## src/rtl/gb_pkg.sv

```systemverilog
// Shared types and address map for the memory-port arbiter slice.
// PPU mode / DMA state enums, region bounds, DMA trigger register.
package gb_pkg;

  typedef enum logic [1:0] {
    H_BLANK = 2'd0,
    V_BLANK = 2'd1,
    SCAN    = 2'd2,
    DRAW    = 2'd3
  } ppu_mode_t;

  typedef enum logic [1:0] {
    DMA_IDLE  = 2'd0,
    DMA_START = 2'd1,
    DMA_READ  = 2'd2,
    DMA_WRITE = 2'd3
  } dma_state_t;

  localparam logic [15:0] VRAM_BASE    = 16'h8000;
  localparam logic [15:0] VRAM_END     = 16'h9FFF;
  localparam logic [15:0] OAM_BASE     = 16'hFE00;
  localparam logic [15:0] OAM_END      = 16'hFE9F;
  localparam logic [15:0] IO_BASE      = 16'hFF00;
  localparam logic [15:0] DMA_REG_ADDR = 16'hFF46;
  localparam int          DMA_LEN_DEF  = 160;

  function automatic logic in_rng(
    input logic [15:0] a,
    input logic [15:0] lo,
    input logic [15:0] hi
  );
    return (a >= lo) && (a <= hi);
  endfunction

endpackage

```

## src/rtl/oam_dma_engine.sv

```systemverilog
// OAM DMA sequencer: alternates read of src+idx and write of FE00+idx.
// Ports: start/start_page (FF46 write), mem_rdata in; rd/wr/addr/wdata strobes, active out.
module oam_dma_engine
  import gb_pkg::*;
#(
  parameter int DMA_LEN = DMA_LEN_DEF
) (
  input  logic        clk,
  input  logic        rst,
  input  logic        start,
  input  logic [7:0]  start_page,
  input  logic [7:0]  mem_rdata,
  output logic        dma_rd,
  output logic        dma_wr,
  output logic [15:0] dma_addr,
  output logic [7:0]  dma_wdata,
  output logic        active
);

  localparam logic [7:0] LAST = 8'(DMA_LEN - 1);

  dma_state_t  state, state_nx;
  logic [15:0] src;
  logic [7:0]  idx;
  logic        last;

  assign last   = (idx == LAST);
  assign active = (state != DMA_IDLE);

  always_ff @(posedge clk) begin
    if (rst) begin
      state <= DMA_IDLE;
      src   <= '0;
      idx   <= '0;
    end else begin
      state <= state_nx;
      if (start) begin
        src <= {start_page, 8'h00};
        idx <= '0;
      end else if (state == DMA_WRITE) begin
        idx <= last ? 8'd0 : idx + 8'd1;
      end
    end
  end

  always_comb begin
    state_nx  = state;
    dma_rd    = 1'b0;
    dma_wr    = 1'b0;
    dma_addr  = '0;
    dma_wdata = '0;
    unique case (state)
      DMA_IDLE: begin
        state_nx = DMA_IDLE;
      end
      DMA_START: begin
        state_nx = DMA_READ;
      end
      DMA_READ: begin
        dma_rd   = 1'b1;
        dma_addr = src + {8'h00, idx};
        state_nx = DMA_WRITE;
      end
      DMA_WRITE: begin
        dma_wr    = 1'b1;
        dma_addr  = OAM_BASE + {8'h00, idx};
        dma_wdata = mem_rdata;
        state_nx  = last ? DMA_IDLE : DMA_READ;
      end
      default: state_nx = DMA_IDLE;
    endcase
    // A new FF46 write always (re)starts, abandoning any byte in flight.
    if (start) state_nx = DMA_START;
  end

endmodule

```

## src/rtl/vram_oam_arbiter.sv

```systemverilog
// Shared memory port arbiter: DMA > PPU > CPU, PPU-mode VRAM/OAM locking, OAM DMA.
// Ports: cpu_* bus, ppu_* fetch, mem_* port, dma_active. VRAM_LOCK_EN enables mode locking.
module vram_oam_arbiter
  import gb_pkg::*;
#(
  parameter int DMA_LEN = DMA_LEN_DEF
) (
  input  logic        clk,
  input  logic        rst,
  input  logic [15:0] cpu_addr,
  input  logic        cpu_rd,
  input  logic        cpu_wr,
  input  logic [7:0]  cpu_wdata,
  output logic [7:0]  cpu_rdata,
  input  logic [1:0]  ppu_mode,
  input  logic        lcd_on,
  input  logic        ppu_rd,
  input  logic [15:0] ppu_addr,
  output logic [7:0]  ppu_rdata,
  output logic [15:0] mem_addr,
  output logic        mem_rd,
  output logic        mem_wr,
  output logic [7:0]  mem_wdata,
  input  logic [7:0]  mem_rdata,
  output logic        dma_active
);

  logic        ff46_wr;
  logic        cpu_io;
  logic        cpu_lock;
  logic        cpu_ok;
  logic        cpu_gnt_rd;
  logic        cpu_gnt_wr;
  logic        ppu_gnt;
  logic        dma_port;
  logic        dma_rd;
  logic        dma_wr;
  logic [15:0] dma_addr;
  logic [7:0]  dma_wdata;

  logic        cpu_pend, cpu_pend_ok;
  logic        ppu_pend, ppu_pend_ok;
  logic [7:0]  cpu_hold, ppu_hold;

  assign ff46_wr = cpu_wr && (cpu_addr == DMA_REG_ADDR);
  assign cpu_io  = (cpu_addr >= IO_BASE);

  oam_dma_engine #(
    .DMA_LEN (DMA_LEN)
  ) u_dma (
    .clk        (clk),
    .rst        (rst),
    .start      (ff46_wr),
    .start_page (cpu_wdata),
    .mem_rdata  (mem_rdata),
    .dma_rd     (dma_rd),
    .dma_wr     (dma_wr),
    .dma_addr   (dma_addr),
    .dma_wdata  (dma_wdata),
    .active     (dma_active)
  );

`ifdef VRAM_LOCK_EN
  logic is_vram, is_oam, m_draw, m_scan;
  assign is_vram  = in_rng(cpu_addr, VRAM_BASE, VRAM_END);
  assign is_oam   = in_rng(cpu_addr, OAM_BASE, OAM_END);
  assign m_draw   = (ppu_mode == 2'(DRAW));
  assign m_scan   = (ppu_mode == 2'(SCAN));
  assign cpu_lock = lcd_on &&
                    ((is_vram && m_draw) ||
                     (is_oam && (m_draw || m_scan)));
`else
  logic unused_lock;
  assign unused_lock = ^{ppu_mode, lcd_on};
  assign cpu_lock    = 1'b0;
`endif

  // START does not touch the port, so the PPU may still fetch then.
  assign dma_port   = (dma_rd || dma_wr) && !rst;
  assign ppu_gnt    = ppu_rd && !dma_port && !rst;
  assign cpu_ok     = !dma_active && !ppu_rd && !cpu_lock &&
                      !cpu_io && !rst;
  assign cpu_gnt_rd = cpu_rd && cpu_ok;
  assign cpu_gnt_wr = cpu_wr && cpu_ok;

  always_comb begin
    mem_addr  = '0;
    mem_rd    = 1'b0;
    mem_wr    = 1'b0;
    mem_wdata = '0;
    unique case (1'b1)
      dma_port: begin
        mem_addr  = dma_addr;
        mem_rd    = dma_rd;
        mem_wr    = dma_wr;
        mem_wdata = dma_wdata;
      end
      ppu_gnt: begin
        mem_addr = ppu_addr;
        mem_rd   = 1'b1;
      end
      cpu_gnt_rd: begin
        mem_addr = cpu_addr;
        mem_rd   = 1'b1;
      end
      cpu_gnt_wr: begin
        mem_addr  = cpu_addr;
        mem_wr    = 1'b1;
        mem_wdata = cpu_wdata;
      end
      default: ;
    endcase
  end

  // Port data arrives the cycle after the strobe; show it then and
  // latch it so it holds until the same requester reads again.
  assign cpu_rdata = !cpu_pend   ? cpu_hold :
                     cpu_pend_ok ? mem_rdata : 8'hFF;
  assign ppu_rdata = !ppu_pend   ? ppu_hold :
                     ppu_pend_ok ? mem_rdata : 8'hFF;

  always_ff @(posedge clk) begin
    if (rst) begin
      cpu_pend    <= 1'b0;
      cpu_pend_ok <= 1'b0;
      cpu_hold    <= 8'hFF;
      ppu_pend    <= 1'b0;
      ppu_pend_ok <= 1'b0;
      ppu_hold    <= 8'hFF;
    end else begin
      if (cpu_pend) cpu_hold <= cpu_rdata;
      if (ppu_pend) ppu_hold <= ppu_rdata;
      cpu_pend    <= cpu_rd;
      cpu_pend_ok <= cpu_gnt_rd;
      ppu_pend    <= ppu_rd;
      ppu_pend_ok <= ppu_gnt;
    end
  end

endmodule

```

## config.mk

```make
export PLATFORM = sky130hd
export DESIGN_NAME = vram_oam_arbiter
export DESIGN_NICKNAME = d
export VERILOG_FILES = /design/src/rtl/gb_pkg.sv /design/src/rtl/oam_dma_engine.sv /design/src/rtl/vram_oam_arbiter.sv
export SDC_FILE = /design/constraint.sdc
export NUM_CORES = 1
export LEC_CHECK = 0
export BUFFER_PORTS_ARGS = -buffer_cell sky130_fd_sc_hd__buf_2
export CAP_MARGIN = 10
export CORE_UTILIZATION = 41
export DETAILED_ROUTE_END_ITERATION = 6
export PLACE_DENSITY = 0.73
export RECOVER_POWER = 25
export SLEW_MARGIN = 15
export SYNTH_ARGS = -nofsm -noshare
export SYNTH_HDL_FRONTEND = slang
export SYNTH_SLANG_ARGS = --single-unit
```

## constraint.sdc

```tcl
create_clock -name clk -period 1.3 [get_ports clk]
set_input_delay 0.13 -clock clk [delete_from_list [all_inputs] [get_ports clk]]
set_output_delay 0.13 -clock clk [all_outputs]
set_load 0.02 [all_outputs]
```

==> impl_metrics.toml <==
[setup_path]
worstPathMaxFanout = 9
worstPathRequired_ns = 1.17
worstSetupPathType = "flip-flop to output pin"
end_kind = "output pin"
rr_worst_depth = 5
r2r-end = "u_dma.idx[3]"
critPathLaunchType = "flip-flop"
r2r_slack_ns = -0.13
r2r_start = "u_dma.state[0]"
critPathArrivalTime_ns = 1.59

[timing]
fin_ws_ns = -0.419
fin_skew_ns = 0.0114
setup_viol = 60
report.final.slew_viol_count = 0
fmax_ghz = 0.582
worstMarginPinSlew_ns = 0.451
rsz0062_at_grt = "yes"
relSlewSlack_pct = 69.5
finalCriticalPeriod_ns = 1.72
whs_ns = 0.0759
fin_crit_sh_pct = 132
hold_violations = 0

[yosys]
yosysTopAreaCell = "dfxtp_1"
synth_edf_count = 0
ys.flop_type = "dfxtp_1"
netlist_area_sq_um = 1950
yosysUniqueCellTypes = 40
yosysTopAreaCellShare_pct = 39.0
synth_nets = 275
synthCells = 218
syn_area_per_cell_sq_um = 8.94
ys_ff_latch = 38
synthTopCellsByArea = "dfxtp_1 39%, a22o_1 7.6%, nor2_1 5.8%"
seq_area_frac_synth_pct = 39.0
synth_warnings = 0
async_flop_share_pct = 0

[drt]
drt_iter0_drc = 155
ant_nets = 0
via_per_inst = 5.78
drc_errors = 8
totalWireLength_mm = 7.94
firstDrtPassIters = 6
num_vias = 2300
wl_per_cell_microns = 19.9

[run_status]
violations = "DRC, setup timing"
status = "finished with violations"

[flow_run]
cap_violations = 0

[layout]
nets = 402
final_cell_mix = "53 x buf_2, 48 x buf_6, 33 x dfxtp_1, 29 x buf_4, 22 x nor2_1"
fillers = 265
regArea_sq_um = 774
diodes = 0
multi_input_area_sq_um = 1420
drive_gt1_share_pct = 63.6
mostFrequentLayoutCell = "buf_2"
syn_to_final_growth_pct = 80.2
final_util_pct = 78.5

[die]
die_y_microns = 71.0
rows = 24
core_sq_um = 4470
dieWidth_microns = 71.0
initial_core_util_pct = 43.6
dieArea_sq_um = 5030
io_pins = 99

[place]
gp_congestion = 0.808
portBuffers = 95
hpwl_mm = 4.53

[grt]
grt-ovfl-total = 0
grt_pass1_wl_mm = 11.3
grt_use_total_pct = 29.1
grt_max_degree = 17
antenna_found_initial = 0
grt_pass1_vias = 2312

[clock_tree]
cts.sinks = 38
clkTransAtPathRegs_ns = 0.08
cts_buffers = 5
clock_latency_ns = 0.30
cts_htree_levels = 2
root_buffer = "clkbuf_8"
cts_buffer_depth = 2
hold_buffers = 0
cts_tree = "done"

[worst_hold_path]
hold_class = "input port to flip-flop"
hold_start = "cpu_wdata[5]"
hold_depth = 2
whs_endpoint = "u_dma.src[13]"

[power_and_ir_drop]
powerDensity_nw_per_um2 = 770
vdd_drop_max_mv = 0.790
p_leak_nw = 1.57
p_total_mw = 2.71
-- cells by family (layout without fill, tap and decap cells) --
kind of cell / Yosys count / after routing / synth area share, %
AOI/OAI and AO/OA: 61 / 61 / 26.6
xor gates and xnor gates: 6 / 6 / 2.70
adders and majority gates: 1 / 1 / 0.642
buffers and inverters: 24 / 152 / 6.03
DFF: 38 / 38 / 39.0
muxes: 1 / 1 / 0.513
and+or+nand+nor: 87 / 87 / 24.5
-- per-layer routing --
layer	up-vias	GRT usage [%]	part of all wire (%)
met2	112	52.4	51
li1	1044	-	-
met5	-	0	0
met3	33	6.98	6.8
met4	0	14.4	4.1
met1	1111	31.9	38
-- per-stage QoR --
step                setup TNS [ns]  cell area, sq um  setup slack, ns  cells
floorplan                   -0.790              2080          -0.0950    218
global placement             -5.40              2790           -0.210    381
global route                -16.87              3510           -0.490    398
detailed placement           -5.88              2790           -0.198    381
finish                      -12.87              3510           -0.419    398
CTS                          -9.67              3320           -0.370    395
-- power by group --
part / leakage (nW) / total (mW) / internal [mW] / switching [mW]
clock: 0.0472 / 0.890 / 0.427 / 0.463
combinational: 1.22 / 0.620 / 0.321 / 0.299
sequential: 0.311 / 1.20 / 1.17 / 0.0232
total: 1.57 / 2.71 / 1.92 / 0.785
-- how the worst max path moves through the flow --
stage	start	end	cells past startpoint
floorplan	cpu_pend	cpu_hold[1]	5
global placement	rst	mem_addr[1]	8
detailed placement	cpu_addr[7]	u_dma.src[12]	5
CTS	u_dma.state[0]	mem_addr[14]	6
global route	u_dma.state[0]	mem_addr[8]	6
finish	u_dma.state[0]	mem_addr[6]	6
-- sequential cells by signal (all words and copies together) (netlist names) --
signal and count:
ppu_pend 1, cpu_pend_ok 1, u_dma.src 8, cpu_hold 8, cpu_pend 1, ppu_hold 8, u_dma.idx 8, ppu_pend_ok 1
u_dma.state 2
-- worst max-delay path: stages (launching register included) --
cell	delay, ns
dfxtp_2	0.34
nor4_4	0.28
o21ai_2	0.13
nor2_4	0.12
buf_6	0.15
a21o_1	0.15
buf_6	0.12
-- final cells by class --
type	instances	area share (%)
Clock inverter	2	0.356
Timing Repair Buffer	136	32.2
Multi-Input combinational cell	156	40.4
Tap cell	52	1.85
Inverter	8	0.855
Clock buffer	6	2.35
Sequential cell	38	22.1
-- synthesized netlist by cell type (2+ instances only) --
library cell / count
o22a_1: 8
a31oi_1: 8
a221o_1: 7
nand2_1: 8
nor3b_1: 2
or2_1: 2
xor2_1: 5
nor3_1: 4
a22o_2: 8
buf_6: 2
clkbuf_1: 6
dfxtp_1: 38
a21o_1: 8
nor4b_2: 2
nand3_1: 4
or2_2: 18
and3_1: 3
nor4_1: 2
inv_1: 8
nor2_1: 30
buf_2: 7
a22o_1: 17
nand4_1: 2
nor2b_1: 3
-- repair_timing --
action | 4_1_cts | 5_1_grt
pin swaps | 13 | 10
buffers inserted | 3 | 3
gates resized for setup | 106 | 45
cloned | 3 | 0
setup endpoints to repair | 48 | 58
(Power assumes the default switching activity.)
